==> src/rtl/alu_shift_seq_if.sv <==
// ALU control-line encodings and the request/response + ALU bundle shared by alu_shift_seq
// and whatever sits on the other side of it (decoder and ALU).
package alu_shift_seq_pkg;
    typedef enum logic {R_SH = 1'b0, L_SH = 1'b1} aluSh_e;
    typedef enum logic {RES_OE = 1'b0, SH_OE = 1'b1} aluOe_e;
    typedef enum logic {NO_LD = 1'b0, BUS_LD = 1'b1} aluLd_e;
endpackage

interface alu_shift_seq_if;
    import alu_shift_seq_pkg::*;

    logic       req_valid;
    logic       req_ready;
    logic [2:0] req_op;
    logic [7:0] req_val;
    logic       req_cin;
    logic [2:0] req_cnt;

    logic       done;
    logic [7:0] res;
    logic       flag_z;
    logic       flag_n;
    logic       flag_h;
    logic       flag_c;

    logic [7:0] alu_op;
    logic       alu_si;
    aluSh_e     alu_sh;
    aluOe_e     alu_oe;
    aluLd_e     alu_la;
    aluLd_e     alu_lb;
    logic       alu_r;
    logic       alu_s;
    logic       alu_v;
    logic       alu_ne;
    logic       alu_ci;
    logic       alu_l;
    logic       alu_h;
    logic [7:0] alu_result;
    logic       alu_zero;

    modport slave (
        input  req_valid, req_op, req_val, req_cin, req_cnt, alu_result, alu_zero,
        output req_ready, done, res, flag_z, flag_n, flag_h, flag_c,
               alu_op, alu_si, alu_sh, alu_oe, alu_la, alu_lb,
               alu_r, alu_s, alu_v, alu_ne, alu_ci, alu_l, alu_h
    );

    modport master (
        output req_valid, req_op, req_val, req_cin, req_cnt, alu_result, alu_zero,
        input  req_ready, done, res, flag_z, flag_n, flag_h, flag_c,
               alu_op, alu_si, alu_sh, alu_oe, alu_la, alu_lb,
               alu_r, alu_s, alu_v, alu_ne, alu_ci, alu_l, alu_h
    );
endinterface

==> src/rtl/alu_shift_seq.sv <==
// CB-prefix rotate/shift sequencer: drives an ALU LOAD/RESULT line pair per pass and returns result + flags.
// Define ALU_SEQ_MULTI_EN to honour req_cnt as a 1..8 pass count; otherwise every shift is a single pass.
module alu_shift_seq
    import alu_shift_seq_pkg::*;
(
    input  logic           clk,
    input  logic           reset,
    alu_shift_seq_if.slave bus
);
    typedef enum logic [2:0] {IDLE, LOAD, RESULT, SWAP, DONE} state_e;

    localparam logic [2:0] OP_RLC  = 3'd0;
    localparam logic [2:0] OP_RRC  = 3'd1;
    localparam logic [2:0] OP_RL   = 3'd2;
    localparam logic [2:0] OP_RR   = 3'd3;
    localparam logic [2:0] OP_SLA  = 3'd4;
    localparam logic [2:0] OP_SRA  = 3'd5;
    localparam logic [2:0] OP_SWAP = 3'd6;

    function automatic logic isLeft(input logic [2:0] op);
        return (op == OP_RLC) || (op == OP_RL) || (op == OP_SLA);
    endfunction

    function automatic logic shiftIn(input logic [2:0] op, input logic [7:0] v, input logic cin);
        case (op)
            OP_RLC, OP_SRA: return v[7];
            OP_RRC:         return v[0];
            OP_RL, OP_RR:   return cin;
            default:        return 1'b0;
        endcase
    endfunction

    state_e     state_q, state_d;
    logic [2:0] op_q, op_d;
    logic [7:0] operand_q, operand_d;
    logic       carry_q, carry_d;
    logic [3:0] passes_q, passes_d;
    logic       done_q, done_d;
    logic [7:0] res_q, res_d;
    logic       z_q, z_d;
    logic       c_q, c_d;
    aluLd_e     ld_q, ld_d;
    aluOe_e     oe_q, oe_d;
    aluSh_e     sh_q, sh_d;
    logic       si_q, si_d;
    logic [7:0] aluOp_q, aluOp_d;
    logic       rsv_q, rsv_d;
    logic       l_q, l_d;
    logic       h_q, h_d;

    logic       goLoad;
    logic [2:0] loadOp;
    logic [7:0] loadVal;
    logic       loadCin;
    logic [7:0] swapped;

    // Every output line is registered: the line for the next state is chosen here.
    always_comb begin
        state_d   = state_q;
        op_d      = op_q;
        operand_d = operand_q;
        carry_d   = carry_q;
        passes_d  = passes_q;
        res_d     = res_q;
        z_d       = z_q;
        c_d       = c_q;
        done_d    = 1'b0;
        ld_d      = NO_LD;
        oe_d      = RES_OE;
        sh_d      = R_SH;
        si_d      = 1'b0;
        aluOp_d   = 8'h00;
        rsv_d     = 1'b0;
        l_d       = 1'b0;
        h_d       = 1'b0;
        goLoad    = 1'b0;
        loadOp    = op_q;
        loadVal   = operand_q;
        loadCin   = carry_q;
        swapped   = {operand_q[3:0], operand_q[7:4]};

        case (state_q)
            IDLE: begin
                if (bus.req_valid) begin
                    op_d      = bus.req_op;
                    operand_d = bus.req_val;
                    carry_d   = bus.req_cin;
`ifdef ALU_SEQ_MULTI_EN
                    passes_d  = (bus.req_cnt == 3'd0) ? 4'd8 : {1'b0, bus.req_cnt};
`else
                    passes_d  = 4'd1;
`endif
                    if (bus.req_op == OP_SWAP) begin
                        state_d = SWAP;
                    end else begin
                        goLoad  = 1'b1;
                        loadOp  = bus.req_op;
                        loadVal = bus.req_val;
                        loadCin = bus.req_cin;
                    end
                end
            end
            LOAD: begin
                carry_d = isLeft(op_q) ? operand_q[7] : operand_q[0];
                rsv_d   = 1'b1;
                h_d     = 1'b1;
                state_d = RESULT;
            end
            RESULT: begin
                // Further passes feed the ALU output straight back in as the next operand.
                if (passes_q > 4'd1) begin
                    passes_d  = passes_q - 4'd1;
                    operand_d = bus.alu_result;
                    goLoad    = 1'b1;
                    loadVal   = bus.alu_result;
                end else begin
                    res_d   = bus.alu_result;
                    z_d     = bus.alu_zero;
                    c_d     = carry_q;
                    done_d  = 1'b1;
                    state_d = DONE;
                end
            end
            SWAP: begin
                res_d   = swapped;
                z_d     = (swapped == 8'h00);
                c_d     = 1'b0;
                done_d  = 1'b1;
                state_d = DONE;
            end
            DONE:    state_d = IDLE;
            default: state_d = IDLE;
        endcase

        if (goLoad) begin
            state_d = LOAD;
            ld_d    = BUS_LD;
            oe_d    = SH_OE;
            sh_d    = isLeft(loadOp) ? L_SH : R_SH;
            si_d    = shiftIn(loadOp, loadVal, loadCin);
            aluOp_d = loadVal;
            rsv_d   = 1'b1;
            l_d     = 1'b1;
        end
    end

    always_ff @(posedge clk) begin
        if (reset) begin
            state_q   <= IDLE;
            op_q      <= 3'd0;
            operand_q <= 8'h00;
            carry_q   <= 1'b0;
            passes_q  <= 4'd1;
            done_q    <= 1'b0;
            res_q     <= 8'h00;
            z_q       <= 1'b0;
            c_q       <= 1'b0;
            ld_q      <= NO_LD;
            oe_q      <= RES_OE;
            sh_q      <= R_SH;
            si_q      <= 1'b0;
            aluOp_q   <= 8'h00;
            rsv_q     <= 1'b0;
            l_q       <= 1'b0;
            h_q       <= 1'b0;
        end else begin
            state_q   <= state_d;
            op_q      <= op_d;
            operand_q <= operand_d;
            carry_q   <= carry_d;
            passes_q  <= passes_d;
            done_q    <= done_d;
            res_q     <= res_d;
            z_q       <= z_d;
            c_q       <= c_d;
            ld_q      <= ld_d;
            oe_q      <= oe_d;
            sh_q      <= sh_d;
            si_q      <= si_d;
            aluOp_q   <= aluOp_d;
            rsv_q     <= rsv_d;
            l_q       <= l_d;
            h_q       <= h_d;
        end
    end

    assign bus.req_ready = (state_q == IDLE);
    assign bus.done      = done_q;
    assign bus.res       = res_q;
    assign bus.flag_z    = z_q;
    assign bus.flag_n    = 1'b0;
    assign bus.flag_h    = 1'b0;
    assign bus.flag_c    = c_q;
    assign bus.alu_op    = aluOp_q;
    assign bus.alu_si    = si_q;
    assign bus.alu_sh    = sh_q;
    assign bus.alu_oe    = oe_q;
    assign bus.alu_la    = ld_q;
    assign bus.alu_lb    = ld_q;
    assign bus.alu_r     = rsv_q;
    assign bus.alu_s     = rsv_q;
    assign bus.alu_v     = rsv_q;
    assign bus.alu_ne    = 1'b0;
    assign bus.alu_ci    = 1'b0;
    assign bus.alu_l     = l_q;
    assign bus.alu_h     = h_q;
endmodule

==> src/flat_wrapper.sv <==
// flat-port wrapper written by rule: the top's interface ports become plain ports
module alu_shift_seq_flat import alu_shift_seq_pkg::*;
  (clk, reset, bus_req_valid, bus_req_op, bus_req_val, bus_req_cin, bus_req_cnt, bus_alu_result, bus_alu_zero, bus_req_ready, bus_done, bus_res, bus_flag_z, bus_flag_n, bus_flag_h, bus_flag_c, bus_alu_op, bus_alu_si, bus_alu_sh, bus_alu_oe, bus_alu_la, bus_alu_lb, bus_alu_r, bus_alu_s, bus_alu_v, bus_alu_ne, bus_alu_ci, bus_alu_l, bus_alu_h);
  alu_shift_seq_if bus_i ();
  input  logic clk;
  input  logic reset;
  input wire logic [$bits(bus_i.req_valid)-1:0] bus_req_valid;
  input wire logic [$bits(bus_i.req_op)-1:0] bus_req_op;
  input wire logic [$bits(bus_i.req_val)-1:0] bus_req_val;
  input wire logic [$bits(bus_i.req_cin)-1:0] bus_req_cin;
  input wire logic [$bits(bus_i.req_cnt)-1:0] bus_req_cnt;
  input wire logic [$bits(bus_i.alu_result)-1:0] bus_alu_result;
  input wire logic [$bits(bus_i.alu_zero)-1:0] bus_alu_zero;
  output wire logic [$bits(bus_i.req_ready)-1:0] bus_req_ready;
  output wire logic [$bits(bus_i.done)-1:0] bus_done;
  output wire logic [$bits(bus_i.res)-1:0] bus_res;
  output wire logic [$bits(bus_i.flag_z)-1:0] bus_flag_z;
  output wire logic [$bits(bus_i.flag_n)-1:0] bus_flag_n;
  output wire logic [$bits(bus_i.flag_h)-1:0] bus_flag_h;
  output wire logic [$bits(bus_i.flag_c)-1:0] bus_flag_c;
  output wire logic [$bits(bus_i.alu_op)-1:0] bus_alu_op;
  output wire logic [$bits(bus_i.alu_si)-1:0] bus_alu_si;
  output wire logic [$bits(bus_i.alu_sh)-1:0] bus_alu_sh;
  output wire logic [$bits(bus_i.alu_oe)-1:0] bus_alu_oe;
  output wire logic [$bits(bus_i.alu_la)-1:0] bus_alu_la;
  output wire logic [$bits(bus_i.alu_lb)-1:0] bus_alu_lb;
  output wire logic [$bits(bus_i.alu_r)-1:0] bus_alu_r;
  output wire logic [$bits(bus_i.alu_s)-1:0] bus_alu_s;
  output wire logic [$bits(bus_i.alu_v)-1:0] bus_alu_v;
  output wire logic [$bits(bus_i.alu_ne)-1:0] bus_alu_ne;
  output wire logic [$bits(bus_i.alu_ci)-1:0] bus_alu_ci;
  output wire logic [$bits(bus_i.alu_l)-1:0] bus_alu_l;
  output wire logic [$bits(bus_i.alu_h)-1:0] bus_alu_h;
  assign bus_i.req_valid = bus_req_valid;
  assign bus_i.req_op = bus_req_op;
  assign bus_i.req_val = bus_req_val;
  assign bus_i.req_cin = bus_req_cin;
  assign bus_i.req_cnt = bus_req_cnt;
  assign bus_i.alu_result = bus_alu_result;
  assign bus_i.alu_zero = bus_alu_zero;
  assign bus_req_ready = bus_i.req_ready;
  assign bus_done = bus_i.done;
  assign bus_res = bus_i.res;
  assign bus_flag_z = bus_i.flag_z;
  assign bus_flag_n = bus_i.flag_n;
  assign bus_flag_h = bus_i.flag_h;
  assign bus_flag_c = bus_i.flag_c;
  assign bus_alu_op = bus_i.alu_op;
  assign bus_alu_si = bus_i.alu_si;
  assign bus_alu_sh = bus_i.alu_sh;
  assign bus_alu_oe = bus_i.alu_oe;
  assign bus_alu_la = bus_i.alu_la;
  assign bus_alu_lb = bus_i.alu_lb;
  assign bus_alu_r = bus_i.alu_r;
  assign bus_alu_s = bus_i.alu_s;
  assign bus_alu_v = bus_i.alu_v;
  assign bus_alu_ne = bus_i.alu_ne;
  assign bus_alu_ci = bus_i.alu_ci;
  assign bus_alu_l = bus_i.alu_l;
  assign bus_alu_h = bus_i.alu_h;
  alu_shift_seq u_core (.clk(clk), .reset(reset), .bus(bus_i));
endmodule
==> config.mk <==
export PLATFORM = sky130hd
export DESIGN_NAME = alu_shift_seq_flat
export DESIGN_NICKNAME = d
export VERILOG_FILES = /design/src/rtl/alu_shift_seq_if.sv /design/src/rtl/alu_shift_seq.sv /design/src/flat_wrapper.sv
export SDC_FILE = /design/constraint.sdc
export NUM_CORES = 1
export LEC_CHECK = 0
export BUFFER_PORTS_ARGS = -buffer_cell sky130_fd_sc_hd__buf_2
export CAP_MARGIN = 5
export CORE_MARGIN = 2
export CORE_UTILIZATION = 45
export DETAILED_ROUTE_END_ITERATION = 12
export PLACE_DENSITY_LB_ADDON = 0.12
export SYNTH_ARGS = -nofsm -noshare
export SYNTH_HDL_FRONTEND = slang
export SYNTH_SLANG_ARGS = --single-unit
==> constraint.sdc <==
create_clock -name clk -period 2.4 [get_ports clk]
set_input_delay 0.12 -clock clk [delete_from_list [all_inputs] [get_ports clk]]
set_output_delay 0.12 -clock clk [all_outputs]
set_load 0.03 [all_outputs]
==> results.toml <==
[worst_setup_path]
timing.critical_path.max_delay_family = "simple AND/OR/NAND/NOR gates"
crit_slowest_cell = "dfxtp_1"
worst-setup-path-type = "register to register"
timing.critical_path.required_ps = 2590
reg2reg_slack_ps = 280
crit_buf_inv = 2
r2r.worst_path.cells = 8
rr_startpoint = "u_core.passes_q[0]"
cells_traversed_along_the_worst_timing_path = "inv_1 -> ha_1 -> nor2_1 -> or3_1 -> nand2_2 -> a21o_1 -> clkinv_1 -> or2_1"
worstReg2RegEnd = "u_core.bus.alu_r"
crit_path_max_fanout = 9
worst_setup_path_start_kind = "register"
crit_path_end_kind = "register"
arrival_ps = 2310
crit_path_max_incr_delay_ps = 340

[power_and_ir_drop]
power.leakage_nw = 1.13
power_density_mw_per_mm2 = 673
max-vdd-ir-drop_mv = 0.274
netSwitchingPower_mw = 0.528
switching_share_pct = 30.8
seqPwrFrac_pct = 46.2
power.combinational.fraction_pct = 20.1
clockPowerShare_pct = 33.7
power_report.internal_total_mw = 1.19

[timing]
setup-tns-final_ps = 0
setup_ws_ps = 282
finalHoldViolCount = 0
grt_setup_unrepaired = "no"
timing_max_transition_violations_final = 0
max_slew_margin_pct = 62.9
final_period_minus_worst_setup_slack_ps = 2120
maxClockFrequency_mhz = 472
final_setup_skew_ps = 4.46
setup_viol = 0
layout_worst_path_cycle_share_pct = 88.2
tightestPinTransition_ps = 553

[status]
outcome = "complete, no violations"

[synthesis]
netlist_top_cells_area = "dfxtp_1, nor2_1, nand2_1"
synth_enable_flop_cells = 0
syn-cell-area_mm2 = 0.00217
synth-seq-area-share_pct = 39.7
syn_inst = 264
synth_top_area_cell = "dfxtp_1"
ys_seq_elements = 43
synth_cell_type_count = 51
synth_flop_cell = "dfxtp_1"
yosysWarningCount = 0
yosys-top-cells-count = "nor2_1, nand2_1, dfxtp_1"
mean_area_per_synthesized_cell_um2 = 8.22
yosysMostFrequentCell = "nor2_1"
yosys.area.top_type_share_pct = 39.7
fraction_of_synthesis_flops_using_an_asynchronous_set_or_reset_pin_pct = 0

[die]
die_height_um = 73.4
fp.dieArea_mm2 = 0.00539
ios = 61
placement_rows = 25
floorplan.core_area_mm2 = 0.00469
floorplan.die.width_um = 73.4
starting_density_of_the_core_pct = 46.2

[detailed_routing]
met2WireLength_mm = 2.41
totalWireLength_mm = 5.42
vias = 2035
viasPerCell = 5.51
route.antenna.remaining_nets = 0
dr_wl_met3_um = 300
wl_on_met1_mm = 2.65
highest-signal-layer = "met4"
dr.first_iter.drc_count = 189
dr.pass1.iters = 4
wl_per_instance_um = 14.7
drc = 0

[placed_design]
count_of_input_and_output_buffers = 53
dpl_worst_slack_ps = 301
numPlacedInstances = 361
finalWeightedCongestion = 0.843
detailed_place.area_mm2 = 0.00244
dp_hpwl_mm = 3.88

[job]
max_cap_violations = 0

[global_route]
maximum_number_of_pins_on_one_net_before_global_route_repair = 22
grt_first_pass_wirelength_mm = 8.51
via_count_of_the_first_global_routing_pass = 1788
remaining_global_route_overflow = 0
grtUsageTotal_pct = 20.8
antenna_found_initial = 0

[final_layout]
diodes = 0
layout.area.seq_um2 = 861
layout.nets = 343
multi_input_comb_area_mm2 = 0.00114
post_route_cells_drive_above_1_share_pct = 28.9
finalInstanceArea_mm2 = 0.00255
fillers = 453
finalCoreUtilization_pct = 54.4
instances_no_fill = 369
area_growth_from_synthesis_to_layout_pct = 17.6

[worst_hold_path]
hold_start = "bus_alu_zero"
hold-path-endpoint = "u_core.bus.flag_z"
worst_hold_path_type = "input port to register"
holdPathStages = 3

[clock_tree]
cts.repair.resized = 0
cts.reportedPaths.clkPinSlew_ps = 90
postCtsSetupRepairBufs = 0
postCtsHoldBufs = 0
clock_tree.root_cell = "clkbuf_8"
tritoncts = "built"
cts.path.max_buffers = 2
clock_sink_count = 43
clkLatencyLatePin_ps = 300
htree_depth = 2
tritoncts_buffers = 5
[state kept, by name, summed over array words and instances (netlist names), 3 cells and up]
name,flops
u_core.operand_q,8
u_core.state_q,3
u_core.bus.res,8
u_core.bus.alu_op,8
u_core.op_q,3
u_core.passes_q,4
[worst max-delay path by stage]
stage / end / start / depth (start not counted)
after floorplan: u_core.bus.alu_si / u_core.passes_q[0] / 9
after global placement: u_core.bus.alu_r / u_core.passes_q[0] / 8
after detailed placement: u_core.bus.alu_r / u_core.passes_q[0] / 8
after CTS: u_core.bus.alu_r / u_core.passes_q[0] / 8
after global routing: u_core.bus.alu_r / u_core.passes_q[0] / 8
final: u_core.bus.alu_r / u_core.passes_q[0] / 8
[layout by cell type, fill, tap and decap left out, types with 3 or more instances in the layout]
master / n
inv_1: 5
nand2_1: 47
conb_1: 4
nor2_1: 50
nor3_1: 5
a21oi_1: 13
nor4_1: 10
buf_2: 53
clkbuf_8: 5
nand2_2: 3
a222oi_1: 6
buf_4: 11
and2_1: 3
o21ai_0: 3
a311oi_2: 9
dfxtp_1: 43
[through the flow]
stage               power, mW  hold slack, ps
floorplan                1.06             256
global placement         1.15             418
detailed placement       1.15             428
CTS                      1.72             101
global route             1.79             103
finish                   1.72             102
[worst register-to-register path, stage by stage, from the launching register on]
cell and delay [ps]:
dfxtp_1 340, inv_1 80, ha_1 160, nor2_1 70, or3_1 340, nand2_2 220, a21o_1 340, clkinv_1 190
or2_1 250
[kinds of logic (layout without fill, tap and decap cells)]
group,Yosys count,count (layout),share of synthesized area [%]
and+or+nand+nor,138,138,30.7
AOI/OAI and AO/OA,47,47,18.7
DFF,43,43,39.7
buffers and inverters,30,78,8.25
adders and majority gates,2,2,1.15
xor gates and xnor gates,2,2,0.808
other,1,4,0.173
muxes,1,1,0.461
[per-layer routing]
layer	vias to the layer above	global-route usage, %
met4	0	7.68
met5	-	0
li1	1016	-
met2	68	32.3
met3	5	4.39
met1	946	28.3
[power by group through the flow]
stage                     sequential [mW]  clock, mW  combinational [mW]
after floorplan                     0.840          0               0.219
after global placement              0.809          0               0.341
after detailed placement            0.809          0               0.342
after CTS                           0.793      0.585               0.343
after global routing                0.799      0.612               0.378
final                               0.793      0.578               0.345
[area by class of cell]
| class | instances | share of cell area, % |
|---|---|---|
| inverter | 6 | 0.882 |
| timing repair buffer | 64 | 13.6 |
| sequential | 43 | 33.7 |
| tap | 54 | 2.65 |
| clock buffer | 5 | 2.70 |
| clock inverter | 3 | 1.72 |
| multi-input combinational | 194 | 44.7 |
No activity file was read; power rests on OpenSTA's default activity.
